--- src/rtl/core_run_pkg.sv ---
// Shared constants for the core run controller: FSM encoding, default timing
// parameters and the width of the issued-pulse counter.
package core_run_pkg;

    typedef enum logic [1:0] {
        ST_IDLE = 2'b00,
        ST_RUN  = 2'b01,
        ST_HALT = 2'b10,
        ST_STEP = 2'b11
    } run_state_e;

    localparam int unsigned DEFAULT_DIV_VALUE       = 32'd10000000;
    localparam int unsigned DEFAULT_DEBOUNCE_CYCLES = 32'd500000;
    localparam int          CE_COUNT_W              = 16;

endpackage

--- src/rtl/core_run_ctrl_step_debounce.sv ---
// Step push-button conditioning: 2-flop synchronizer, run-length debouncer and
// rising-edge detector producing a one-cycle step_evt per accepted press.
module step_debounce
    import core_run_pkg::*;
#(
    parameter int unsigned DEBOUNCE_CYCLES = DEFAULT_DEBOUNCE_CYCLES
) (
    input  logic clk,
    input  logic reset,
    input  logic btn_in,
    output logic step_evt
);

    localparam int RUN_W = $clog2(DEBOUNCE_CYCLES + 1);
    localparam logic [RUN_W-1:0] RUN_MAX = RUN_W'(DEBOUNCE_CYCLES);

    logic             sync1_q;
    logic             sync2_q;
    logic [1:0]       vld_q;
    logic             last_q;
    logic [RUN_W-1:0] run_q;
    logic [RUN_W-1:0] run_d;
    logic             lvl_q;
    logic             armed_q;
    logic             evt_q;
    logic             accept;

    // run_q holds how many consecutive equal samples have been seen, saturating
    // at DEBOUNCE_CYCLES; samples start once the synchronizer holds real data.
    always_comb begin
        run_d  = run_q;
        accept = 1'b0;
        if (vld_q[1]) begin
            if (sync2_q != last_q) begin
                run_d = RUN_W'(1);
            end else if (run_q != RUN_MAX) begin
                run_d = run_q + 1'b1;
            end
            accept = (run_d == RUN_MAX);
        end
    end

    // armed_q only sets after a stable released level, so a button held
    // through reset cannot fire until it has been released and pressed again.
    always_ff @(posedge clk) begin
        if (!reset) begin
            sync1_q <= 1'b0;
            sync2_q <= 1'b0;
            vld_q   <= 2'b00;
            last_q  <= 1'b0;
            run_q   <= '0;
            lvl_q   <= 1'b0;
            armed_q <= 1'b0;
            evt_q   <= 1'b0;
        end else begin
            sync1_q <= btn_in;
            sync2_q <= sync1_q;
            vld_q   <= {vld_q[0], 1'b1};
            run_q   <= run_d;
            evt_q   <= 1'b0;
            if (vld_q[1]) begin
                last_q <= sync2_q;
            end
            if (accept) begin
                lvl_q <= sync2_q;
                evt_q <= sync2_q & ~lvl_q & armed_q;
                if (!sync2_q) begin
                    armed_q <= 1'b1;
                end
            end
        end
    end

    assign step_evt = evt_q;

endmodule

--- src/rtl/core_run_ctrl.sv ---
// Run/step/halt controller that gates a core running on clk through a
// registered one-cycle clock enable, and counts the enables it issues.
module core_run_ctrl
    import core_run_pkg::*;
#(
    parameter int unsigned DIV_VALUE       = DEFAULT_DIV_VALUE,
    parameter int unsigned DEBOUNCE_CYCLES = DEFAULT_DEBOUNCE_CYCLES
) (
    input  logic                  clk,
    input  logic                  reset,
    input  logic                  run_sw,
    input  logic                  step_btn,
    input  logic                  halt_req,
    input  logic                  halt_clr,
    output logic                  core_ce,
    output logic [1:0]            state,
    output logic [CE_COUNT_W-1:0] ce_count
);

    localparam logic [31:0] DIV_LAST = 32'(DIV_VALUE - 32'd1);

    run_state_e            state_q;
    run_state_e            state_d;
    logic [31:0]           div_q;
    logic [31:0]           div_d;
    logic                  core_ce_q;
    logic                  core_ce_d;
    logic [CE_COUNT_W-1:0] ce_count_q;
    logic                  step_evt;

    step_debounce #(
        .DEBOUNCE_CYCLES(DEBOUNCE_CYCLES)
    ) u_step_debounce (
        .clk     (clk),
        .reset   (reset),
        .btn_in  (step_btn),
        .step_evt(step_evt)
    );

    always_comb begin
        state_d = state_q;
        case (state_q)
            ST_IDLE: begin
                if (run_sw) begin
                    state_d = ST_RUN;
                end else if (step_evt) begin
                    state_d = ST_STEP;
                end
            end
            ST_RUN: begin
                if (halt_req) begin
                    state_d = ST_HALT;
                end else if (!run_sw) begin
                    state_d = ST_IDLE;
                end
            end
            ST_HALT: begin
                if (halt_clr) begin
                    state_d = ST_IDLE;
                end
            end
            ST_STEP: state_d = ST_IDLE;
            default: state_d = ST_IDLE;
        endcase

        // The divider only advances while already in RUN, so entry restarts it
        // from zero and the first enable lands DIV_VALUE cycles later.
        div_d = '0;
        if (state_q == ST_RUN) begin
            div_d = (div_q == DIV_LAST) ? 32'd0 : div_q + 32'd1;
        end

        core_ce_d = ((state_q == ST_RUN) && (div_q == DIV_LAST)) || (state_d == ST_STEP);
    end

    always_ff @(posedge clk) begin
        if (!reset) begin
            state_q    <= ST_IDLE;
            div_q      <= '0;
            core_ce_q  <= 1'b0;
            ce_count_q <= '0;
        end else begin
            state_q    <= state_d;
            div_q      <= div_d;
            core_ce_q  <= core_ce_d;
            ce_count_q <= ce_count_q + CE_COUNT_W'(core_ce_d);
        end
    end

    assign core_ce  = core_ce_q;
    assign state    = state_q;
    assign ce_count = ce_count_q;

endmodule

--- config.mk ---
export PLATFORM = sky130hd
export DESIGN_NAME = core_run_ctrl
export DESIGN_NICKNAME = d
export VERILOG_FILES = /design/src/rtl/core_run_pkg.sv /design/src/rtl/core_run_ctrl_step_debounce.sv /design/src/rtl/core_run_ctrl.sv
export SDC_FILE = /design/constraint.sdc
export NUM_CORES = 1
export LEC_CHECK = 0
export BUFFER_PORTS_ARGS = -buffer_cell sky130_fd_sc_hd__buf_4
export CORE_MARGIN = 2
export CORE_UTILIZATION = 25
export CTS_BUF_LIST = sky130_fd_sc_hd__clkbuf_8 sky130_fd_sc_hd__clkbuf_16
export CTS_CLUSTER_DIAMETER = 200
export CTS_CLUSTER_SIZE = 24
export DETAILED_ROUTE_END_ITERATION = 12
export GPL_TIMING_DRIVEN = 1
export HOLD_SLACK_MARGIN = 0.05
export RECOVER_POWER = 25
export SETUP_SLACK_MARGIN = 0.4
export SLEW_MARGIN = 10
export SYNTH_ARGS = -nofsm -noshare
export SYNTH_HDL_FRONTEND = slang
export SYNTH_HIERARCHICAL = 1
export SYNTH_SLANG_ARGS = --single-unit
export TNS_END_PERCENT = 20
--- constraint.sdc ---
create_clock -name clk -period 4.16 [get_ports clk]
set_input_delay 0.832 -clock clk [delete_from_list [all_inputs] [get_ports clk]]
set_output_delay 0.832 -clock clk [all_outputs]
set_load 0.1 [all_outputs]
==> qor.yml, run 1 <==
yosys:
  ys_ff_latch: 78
  syn_avg_cell_area_um2: 8.47
  syn_area_mm2: 0.00406
  yosys.area.top_type: "dfxtp_1"
  yosys_warnings: 6
  async_flop_share: 0
  ys_types: 60
  synth_most_common_cell: "dfxtp_1"
  ys_top_cells_by_count: "78 x dfxtp_1, 52 x nor2_1, 43 x nand2_1, 29 x nand3_1, 26 x xor2_1"
  synth_seq_area_share: 0.385
  synth_edf_count: 0
  synth_top_flop_cell: "dfxtp_1"
  synth_area_leaders: "dfxtp_1 38%, xor2_1 5.6%, xnor2_1 5.2%"
  syn-instance-count: 479
  synth_top_cell_area_share: 0.385
  syn_nets: 490
clocking:
  cts_setup_buffers: 0
  cts_resized: 0
  cts_sinks: 78
  clock_latency_ns: 0.34
  numCtsBuffers: 9
  tritoncts: "yes"
  path_clk_slew_ns: 0.06
  cts_hold_buf: 0
  clk_root_buffer_cell: "clkbuf_16"
  clk_path_buf_depth: 2
  cts.htree.levels: 3
detailed_routing:
  drc: 0
  first_pass_iters: 5
  wl_met1_um: 4100
  top_layer: "met4"
  wl_um: 8700
  drt_iter0_drc: 204
  wl_met2_um: 4080
  route.vias.total: 3387
  dr_wl_met3_um: 305
  ant_nets: 0
  drt-vias-per-instance: 4.74
  post_drt_wl_per_cell_um: 12.2
global_routing:
  grt_pass1_vias: 3230
  grt_pass1_wl_um: 15400
  grt_usage: 0.105
  grt_max_degree: 49
  grt_remaining_overflow: 0
  antenna_found_initial: 0
flow_run:
  cap_violations: 1
worst_setup_path:
  worst_path_max_delay_cell: "or4b_1"
  worstPathRequired_ns: 4.42
  crit_top_cell: "ha_1"
  arrival_ns: 3.45
  critPathLaunchType: "register"
  crit_fanout: 6
  end_kind: "register"
  cp_slowest_stage_delay_ns: 0.54
  crit_chain: "or4b_1, or4_4, nor4_2, a21oi_1, nor2_1, ha_1, ha_1, nand4_1, or3_1, a21boi_0"
  crit_type: "reg2reg"
floorplanning:
  io_pins: 25
  core_area_mm2: 0.0159
  die_area_mm2: 0.0173
  rows: 46
  initial_utilization: 0.256
  die-width_um: 131
  die_h_um: 131
placed_design:
  gp_congestion: 0.838
  portBuffers: 24
  hpwl_um: 6060
  placed_cells: 699
run_status:
  outcome: "finished, violations left"
  violations: "capacitance limit, slew limit"
cells_and_area:
  drive_above_1_share: 0.0782
  stdcell_count: 715
  areaGrowthSynthToFinish_pct: 14.2
  final_core_util: 0.292
  antenna_cells: 0
  fin_nets: 505
timing:
  period_needed_ns: 3.19
  finalSetupViolCount: 0
  grt_setup_unrepaired: "no"
  slew_viol_final: 49
  slew_headroom: -0.0325
  fmax_mhz: 313
  timing.final.hold_violations: 0
  worst_pin_slew_ns: 1.55
  fin_tns_setup_ns: 0
  period_share: 0.768
  clock-skew-final_ns: 0.00765
pwr:
  p_per_area_mw_per_mm2: 359
  ir_drop_v: 0.000182
  power_w: 0.00166
  leakagePower_nw: 1.48
hold_path:
  hold_class: "reg2reg"
[cell families (layout without fill, tap and decap cells)]
logic type	Yosys count	count (layout)	synth area share
and+or+nand+nor	257	257	0.347
DFF	78	78	0.385
AOI/OAI and AO/OA	55	55	0.0894
xor gates and xnor gates	50	50	0.108
buffers and inverters	30	50	0.0456
adders and majority gates	5	5	0.0154
muxes	4	4	0.00986
[cell usage in the layout, fill, tap and decap left out, types with 2 or more instances in the layout]
cell type	netlist	layout
mux2i_1	4	4
nor3b_1	3	3
xnor2_1	24	24
and3_1	8	8
buf_4	5	11
nand4_1	25	25
nor4_2	3	3
clkbuf_1	8	14
xor2_1	26	26
a21oi_1	13	13
ha_1	5	5
nand2_1	43	43
nand3_1	29	29
nor4b_1	2	2
nand2b_1	2	2
nor2_1	52	52
o31ai_1	3	3
inv_1	9	9
nand4b_1	2	2
a31oi_1	2	2
clkbuf_16	0	9
or2_1	2	2
and2_1	21	19
nor2b_1	18	18
and4_1	3	3
a21boi_0	6	6
or3_1	3	3
clkinvlp_4	0	2
dfxtp_1	78	78
and2_0	1	3
a22oi_1	3	3
nor3_1	14	14
bufinv_16	0	2
o21ai_0	15	15
nand3b_1	2	2
nor4_1	14	14
[where the power goes]
part           internal, W  switching (W)
logic            0.0000174      0.0000355
registers         0.000752     0.00000837
clock network     0.000527       0.000324
total              0.00130       0.000368
[critical path: cells and delay by family (launching register included)]
| kind | cells | cell delay, ns |
|---|---|---|
| fa+ha+maj | 2 | 0.38 |
| compound gates | 2 | 0.32 |
| flops | 1 | 0.36 |
| simple gates | 6 | 2.06 |
[metrics by stage]
step                area, µm²  worst slack, ns  hold slack [ns]
floorplan                4060             1.03            0.412
global placement         4370             1.06            0.415
detailed placement       4370            0.954            0.421
CTS                      4690            0.936            0.435
global route             4640            0.568            0.447
finish                   4640            0.967            0.431
[path summary, 6_finish.rpt]
| kind | from | to | slack [ns] | cells after the start |
|---|---|---|---|---|
| worst max register to register | div_q[11]$_SDFF_PP0_ | ce_count[14]$_SDFF_PN0_ | 0.97 | 10 |
| worst min-delay path | u_step_debounce/sync1_q$_SDFF_PN0_ | u_step_debounce/sync2_q$_SDFF_PN0_ | 0.43 | 1 |
| worst max-delay path | div_q[11]$_SDFF_PP0_ | ce_count[14]$_SDFF_PN0_ | 0.97 | 10 |
| worst min register to register | u_step_debounce/sync1_q$_SDFF_PN0_ | u_step_debounce/sync2_q$_SDFF_PN0_ | 0.43 | 1 |
[per-layer routing]
| metal | vias to the layer above | track usage |
|---|---|---|
| met1 | 1569 | 0.132 |
| li1 | 1728 | - |
| met2 | 75 | 0.170 |
| met4 | 0 | 0.0592 |
| met3 | 15 | 0.0154 |
| met5 | - | 0 |
[cell type report]
cell class	count	area [µm²]
Inverter	9	33.8
Fill cell	1753	11200
Clock buffer	9	225
Tap cell	216	270
Clock inverter	7	97.6
Multi-Input combinational cell	371	2310
Timing Repair Buffer	25	135
Sequential cell	78	1560
[flip-flops by register name (all words and copies together) (netlist names)]
| signal | count |
|---|---|
| u_step_debounce/vld_q | 2 |
| u_step_debounce/sync1_q | 1 |
| core_ce | 1 |
| u_step_debounce/run_q | 19 |
| u_step_debounce/sync2_q | 1 |
| u_step_debounce/step_evt | 1 |
| div_q | 32 |
| u_step_debounce/armed_q | 1 |
| u_step_debounce/last_q | 1 |
| state | 2 |
| ce_count | 16 |
| u_step_debounce/lvl_q | 1 |
(Power assumes the default switching activity.)
==> run 2, diff against run 1 <==
--- a/config.mk
+++ b/config.mk
@@ -5,6 +5,7 @@
 export SDC_FILE = /design/constraint.sdc
 export NUM_CORES = 1
 export LEC_CHECK = 0
+export ABC_AREA = 1
 export BUFFER_PORTS_ARGS = -buffer_cell sky130_fd_sc_hd__buf_4
 export CORE_MARGIN = 2
 export CORE_UTILIZATION = 25
==> constraint.sdc (replaced) <==
create_clock -name clk -period 3.25 [get_ports clk]
set_input_delay 0.65 -clock clk [delete_from_list [all_inputs] [get_ports clk]]
set_output_delay 0.65 -clock clk [all_outputs]
set_load 0.1 [all_outputs]
==> run 2 against run 1 <==
Net effect:
- the run now ends clean
- first-iteration DRC count increased by 18%
- synthesized cell count increased by 51%
- sequential power increased by 32%
- combinational power increased to 3.0 times the previous value
- utilization increased by 0.12 points
- non-clock buffer count increased by 1
- design area increased by 13%
- power increased by 37%
==> qor.yml, run 2 <==
run_status:
  outcome: "finished clean"
timing:
  fin_tns_setup_ns: 0  # unchanged
  fmax_mhz: 392  # +25%
  timing.final.hold_violations: 0  # unchanged
  grt_setup_unrepaired: "no"
  finalSetupViolCount: 0  # unchanged
  period_needed_ns: 2.55  # -0.644 ns
  worst_pin_slew_ns: 1.22  # -0.329 ns
  slew_headroom: 0.187  # +0.219
  clock-skew-final_ns: 0.0143  # +0.00663 ns
  period_share: 0.785  # +0.0169
  whs_ns: 0.412  # -0.0186 ns
  slew_viol_final: 0  # -100%
  setup_ws_ns: 0.700  # -0.266 ns
cells_and_area:
  fin_nets: 759  # +50%
  layout_commonest_cell: "nand2_1"
  antenna_cells: 0  # unchanged
  areaGrowthSynthToFinish_pct: 15.4
  largest_register: "div_q"
  final_core_util: 0.293  # +0.00123
  fillers: 1997  # +14%
  drive_above_1_share: 0.112  # +0.0334
  seq_area_mm2: 0.00156  # unchanged
  largest_reg_flops: 32  # unchanged
  final_cell_mix: "203 x nand2_1, 125 x nor2_1, 88 x inv_1"
  multi_input_area_mm2: 0.00255  # +10%
  stdcell_count: 982  # +37%
yosys:
  synth_edf_count: 0  # unchanged
  async_flop_share: 0  # unchanged
  yosys_warnings: 6  # unchanged
  syn_nets: 734  # +50%
  syn_avg_cell_area_um2: 6.29  # -26%
  ys_top_cells_by_count: "203 x nand2_1, 123 x nor2_1, 88 x inv_1, 78 x dfxtp_1, 55 x nand3_1"
  synth_top_cell_area_share: 0.343  # -0.0414
  syn-instance-count: 723  # +51%
  yosys.area.top_type: "dfxtp_1"
  syn_area_mm2: 0.00455  # +12%
  synth_top_flop_cell: "dfxtp_1"
  synth_most_common_cell: "nand2_1"
  synth_area_leaders: "dfxtp_1 34%, nand2_1 17%, nor2_1 10%"
  ys_types: 31  # -48%
  synth_seq_area_share: 0.343  # -0.0414
  ys_ff_latch: 78  # unchanged
detailed_routing:
  route.vias.total: 4340  # +28%
  ant_nets: 0  # unchanged
  drt_iter0_drc: 241  # +18%
  post_drt_wl_per_cell_um: 11.6  # -4.4%
  drt-vias-per-instance: 4.42  # -6.7%
  first_pass_iters: 7  # +2
  drc: 0  # unchanged
  wl_um: 11400  # +31%
flow_run:
  cap_violations: 0  # -1
global_routing:
  grt_pass1_wl_um: 19200  # +25%
  use_met3: 0.0249  # +0.00943
  grt.met1_usage: 0.159  # +0.0265
  antenna_found_initial: 0  # unchanged
  grt-busiest-layer: "met2"
  grtUsageMet2: 0.199  # +0.0284
  grt_max_degree: 33  # -33%
  grt_remaining_overflow: 0  # unchanged
  grt_pass1_vias: 3869  # +20%
  grt_usage: 0.122  # +0.0175
pwr:
  power_frac_seq: 0.439  # -0.018
  p_comb_frac: 0.070  # +0.038
  p_per_area_mw_per_mm2: 435  # +21%
  power_switching_w: 0.000581  # +58%
  cellInternalPower_w: 0.00170  # +31%
  clkPwrFrac: 0.491  # -0.020
  ir_drop_v: 0.000249  # +36%
  leakagePower_nw: 1.85  # +25%
  netSwitchingFraction: 0.254  # +0.0333
clocking:
  clk_path_buf_depth: 2  # unchanged
  cts.htree.levels: 3  # unchanged
  cts_sinks: 78  # unchanged
  path_clk_slew_ns: 0.06  # about the same
  cts_resized: 0  # unchanged
  numCtsBuffers: 9  # unchanged
  tritoncts: "yes"
  cts_setup_buffers: 0  # unchanged
  clock_latency_ns: 0.35  # about the same
  cts_hold_buf: 0  # unchanged
  clk_root_buffer_cell: "clkbuf_16"
worst_setup_path:
  crit_chain: "clkbuf_1, inv_1, nor2_1, nand4_1, nor2_1, nand3_1, inv_1, nor2_1"
  crit_fanout: 32  # +26
  critPathLaunchType: "register"
  path_buf_inv: 3  # +3
  arrival_ns: 2.79  # -0.66 ns
  cp_slowest_stage_delay_ns: 0.89  # +0.35 ns
  crit_type: "reg2reg"
  critPathTopFamily: "buffers and inverters"
  worstPathRequired_ns: 3.49  # -0.93 ns
  worst_path_max_delay_cell: "clkbuf_1"
  crit_top_cell: "nor2_1"
  end_kind: "register"
floorplanning:
  initial_utilization: 0.254  # -0.00146
  core_area_mm2: 0.0179  # +13%
  die_area_mm2: 0.0193  # +12%
  rows: 49  # +6.5%
  io_pins: 25  # unchanged
  die-width_um: 139  # +5.7%
  die_h_um: 139  # +5.7%
placed_design:
  portBuffers: 24  # unchanged
  gp_congestion: 0.837  # -0.14%
  hpwl_um: 8780  # +45%
  placed_cells: 966  # +38%
  pre_cts_ws_ns: 0.686  # -0.268 ns
hold_path:
  hold_class: "reg2reg"
-- run 2: worst register-to-register path, cell delays in order, from the launching register on --
cell	delay, ns
dfxtp_1	0.30
clkbuf_1	0.89
inv_1	0.33
nor2_1	0.36
nand4_1	0.14
nor2_1	0.18
nand3_1	0.14
inv_1	0.07
nor2_1	0.04
-- run 2: path summary, 6_finish.rpt --
| kind | from | slack, ns | to | cells past startpoint |
|---|---|---|---|---|
| worst max-delay path | u_step_debounce/vld_q[1]$_SDFF_PN0_ | 0.70 | u_step_debounce/lvl_q$_SDFFE_PN0P_ | 8 |
| worst min register to register | u_step_debounce/vld_q[0]$_DFF_P_ | 0.41 | u_step_debounce/vld_q[1]$_SDFF_PN0_ | 2 |
| worst min-delay path | u_step_debounce/vld_q[0]$_DFF_P_ | 0.41 | u_step_debounce/vld_q[1]$_SDFF_PN0_ | 2 |
| worst max register to register | u_step_debounce/vld_q[1]$_SDFF_PN0_ | 0.70 | u_step_debounce/lvl_q$_SDFFE_PN0P_ | 8 |
-- run 2: cell type report --
type / count / area share
multi-input combinational: 542 / 0.486
inverter: 91 / 0.0653
sequential: 78 / 0.298
tap: 229 / 0.0546
clock buffer: 9 / 0.0429
clock inverter: 7 / 0.0196
timing repair buffer: 26 / 0.0336
-- run 2: cell families after synthesis --
group / Yosys count / share of synthesized area
xor+xnor: 13 / 0.0267
simple gates: 441 / 0.418
compound gates: 83 / 0.104
fa+ha+maj: 5 / 0.0138
buf+inv: 103 / 0.0946
flops: 78 / 0.343
-- run 2: power groups by stage --
| stage | Sequential (W) | Clock, W | Combinational (W) |
|---|---|---|---|
| finish | 0.00100 | 0.00112 | 0.000160 |
| global route | 0.00101 | 0.00119 | 0.000179 |
| CTS | 0.00100 | 0.00115 | 0.000163 |
| detailed placement | 0.00102 | 0 | 0.000162 |
| global placement | 0.00102 | 0 | 0.000162 |
| floorplan | 0.00105 | 0 | 0.000100 |
-- run 2: through the flow --
| step | power, W | area (µm²) |
|---|---|---|
| 6_report | 0.00228 | 5250 |
| 5_1_grt | 0.00238 | 5250 |
| 4_1_cts | 0.00231 | 5270 |
| 3_5_place_dp | 0.00119 | 4940 |
| 3_3_place_gp | 0.00119 | 4940 |
| 2_1_floorplan | 0.00115 | 4550 |
-- run 2: layer usage --
metal / share of wire / up-vias
met3: 0.040 / 15
met4: 0.017 / 0
met5: 0 / -
li1: - / 2333
met1: 0.49 / 1912
met2: 0.45 / 80
==> run 3, diff against run 2 <==
==> constraint.sdc (replaced) <==
create_clock -name clk -period 2.35 [get_ports clk]
set_input_delay 0.47 -clock clk [delete_from_list [all_inputs] [get_ports clk]]
set_output_delay 0.47 -clock clk [all_outputs]
set_load 0.1 [all_outputs]
==> run 3 against run 2 <==
Net effect:
- critical path depth grew 8
- critical path type unchanged
- sequential share of layout area decreased by 1.4 points
- largest power group unchanged
- power increased by 33%
- highest routed layer unchanged
- non-clock buffer count rose by 37
==> qor.yml, run 3 (synthesis gave the netlist of run 2 again) <==
run_status:
  outcome: "finished clean"
floorplanning:
  die_h_um: 139  # unchanged
  rows: 49  # unchanged
  die-width_um: 139  # unchanged
  core_area_mm2: 0.0179  # unchanged
  die_area_mm2: 0.0193  # unchanged
  io_pins: 25  # unchanged
  initial_utilization: 0.254  # unchanged
timing:
  whs_ns: 0.302  # -0.110 ns
  timing.final.hold_violations: 0  # unchanged
  fin_tns_setup_ns: 0  # unchanged
  clock-skew-final_ns: 0.0123  # -0.00194 ns
  finalSetupViolCount: 0  # unchanged
  grt_setup_unrepaired: "yes"
  fmax_mhz: 479  # +22%
  worst_pin_slew_ns: 1.18  # -0.0434 ns
  slew_headroom: 0.219  # +0.0323
  slew_viol_final: 0  # unchanged
  period_share: 0.888  # +0.103
  period_needed_ns: 2.09  # -0.463 ns
detailed_routing:
  route.vias.total: 4609  # +6.2%
  drc: 0  # unchanged
  first_pass_iters: 5  # -2
  drt_iter0_drc: 268  # +11%
  drt-vias-per-instance: 4.52  # +2.3%
  post_drt_wl_per_cell_um: 11.9  # +2.1%
  ant_nets: 0  # unchanged
  wl_um: 12100  # +6.0%
cells_and_area:
  largest_reg_flops: 32  # unchanged
  final_core_util: 0.315  # +0.0224
  stdcell_count: 1019  # +3.8%
  areaGrowthSynthToFinish_pct: 24.2
  fin_nets: 796  # +4.9%
  antenna_cells: 0  # unchanged
  layout_commonest_cell: "nand2_1"
  largest_register: "div_q"
  drive_above_1_share: 0.225  # +0.114
  final_cell_mix: "195 x nand2_1, 118 x nor2_1, 79 x inv_1"
worst_setup_path:
  reg2regPathDepth: 16  # +8
  worstPathRequired_ns: 2.60  # -0.89 ns
  critPathCapture: "ce_count[12]$_SDFF_PN0_"
  crit_type: "reg2reg"
  arrival_ns: 2.34  # -0.45 ns
  critPathLaunchType: "register"
  crit_fanout: 5  # -84%
  worstReg2RegStart: "div_q[18]$_SDFF_PP0_"
  reg2reg_slack_ns: 0.26  # -0.44 ns
  startpoint: "div_q[18]$_SDFF_PP0_"
  end_kind: "register"
  r2r_end: "ce_count[12]$_SDFF_PN0_"
pwr:
  power_w: 0.00304  # +33%
  ir_drop_v: 0.000347  # +40%
  leakagePower_nw: 2.05  # +11%
  p_per_area_mw_per_mm2: 538  # +24%
placed_design:
  gp_congestion: 0.910  # +8.7%
  portBuffers: 24  # unchanged
  placed_cells: 974  # +0.83%
  hpwl_um: 8820  # +0.37%
hold_path:
  hold_depth: 3  # +1
  hold_class: "in2reg"
clocking:
  clk_path_buf_depth: 2  # unchanged
  cts_hold_buf: 0  # unchanged
  clock_latency_ns: 0.35  # about the same
  tritoncts: "yes"
  cts_sinks: 78  # unchanged
  path_clk_slew_ns: 0.07  # about the same
  clk_root_buffer_cell: "clkbuf_16"
  cts.htree.levels: 3  # unchanged
  numCtsBuffers: 9  # unchanged
global_routing:
  grt_pass1_vias: 4199  # +8.5%
  grt_remaining_overflow: 0  # unchanged
  antenna_found_initial: 0  # unchanged
  grt_max_degree: 33  # unchanged
  grt_pass1_wl_um: 20200  # +5.1%
  grt_usage: 0.126  # +0.00426
flow_run:
  cap_violations: 0  # unchanged
-- run 3: cell count changes in the layout (fill, tap and decap cells not counted), sizes merged --
cell      previous run  this run
inv                 94        93
bufinv               2         1
buf                 21        53
clkinvlp             0         1
clkbuf              14        19
clkinv               2         3
-- run 3: metal layers --
metal	vias to the layer above	track usage	part of all wire
li1	2406	-	-
met1	2089	0.166	0.48
met4	0	0.0447	0.023
met2	88	0.199	0.45
met3	26	0.0349	0.044
met5	-	0	0
-- run 3: timing repair --
action                     4_1_cts  5_1_grt
gates resized for setup         23       27
pin swaps                       15       14
setup endpoints to repair       13       16
setup buffers                   20        9
-- run 3: layout make-up --
class	instances	area (µm²)
fillers	1987	12300
multi-input cells	542	2670
flip-flops and latches	78	1600
repair buffers	63	443
inverters	91	345
well taps	229	287
clock buffers	9	225
clock inverters	7	72.6
-- run 3: stage by stage --
| stage | setup slack [ns] | instance area, µm² |
|---|---|---|
| CTS | 0.317 | 5540 |
| detailed placement | 0.116 | 5060 |
| floorplan | 0.226 | 4600 |
| global route | 0.0959 | 5650 |
| finish | 0.263 | 5650 |
| global placement | 0.130 | 5060 |
-- run 3: worst min-delay path by stage --
stage,to,from
after CTS,u_step_debounce/sync1_q$_SDFF_PN0_,step_btn
after floorplan,u_step_debounce/sync2_q$_SDFF_PN0_,u_step_debounce/sync1_q$_SDFF_PN0_
after global placement,u_step_debounce/vld_q[1]$_SDFF_PN0_,u_step_debounce/vld_q[0]$_DFF_P_
final,u_step_debounce/sync1_q$_SDFF_PN0_,step_btn
after detailed placement,u_step_debounce/vld_q[1]$_SDFF_PN0_,u_step_debounce/vld_q[0]$_DFF_P_
after global routing,u_step_debounce/sync1_q$_SDFF_PN0_,step_btn
-- run 3: worst max-delay path, cell delays in order, from the launching register on --
cell	delay (ns)
dfxtp_2	0.33
inv_1	0.07
nand2_1	0.06
nor2_2	0.08
nand2_1	0.08
nor2_1	0.22
nand3_2	0.12
nand2_2	0.11
ha_4	0.15
ha_4	0.14
nand2_4	0.06
inv_4	0.07
nand3_4	0.08
nor2_4	0.17
nand2_2	0.07
o21ai_2	0.11
nor2_1	0.05
-- run 3: power breakdown --
| part | internal, W | switching [W] | total [W] |
|---|---|---|---|
| Clock | 0.000826 | 0.000599 | 0.00143 |
| Combinational | 0.0000620 | 0.000165 | 0.000227 |
| Sequential | 0.00135 | 0.0000370 | 0.00139 |
| Total | 0.00224 | 0.000801 | 0.00304 |
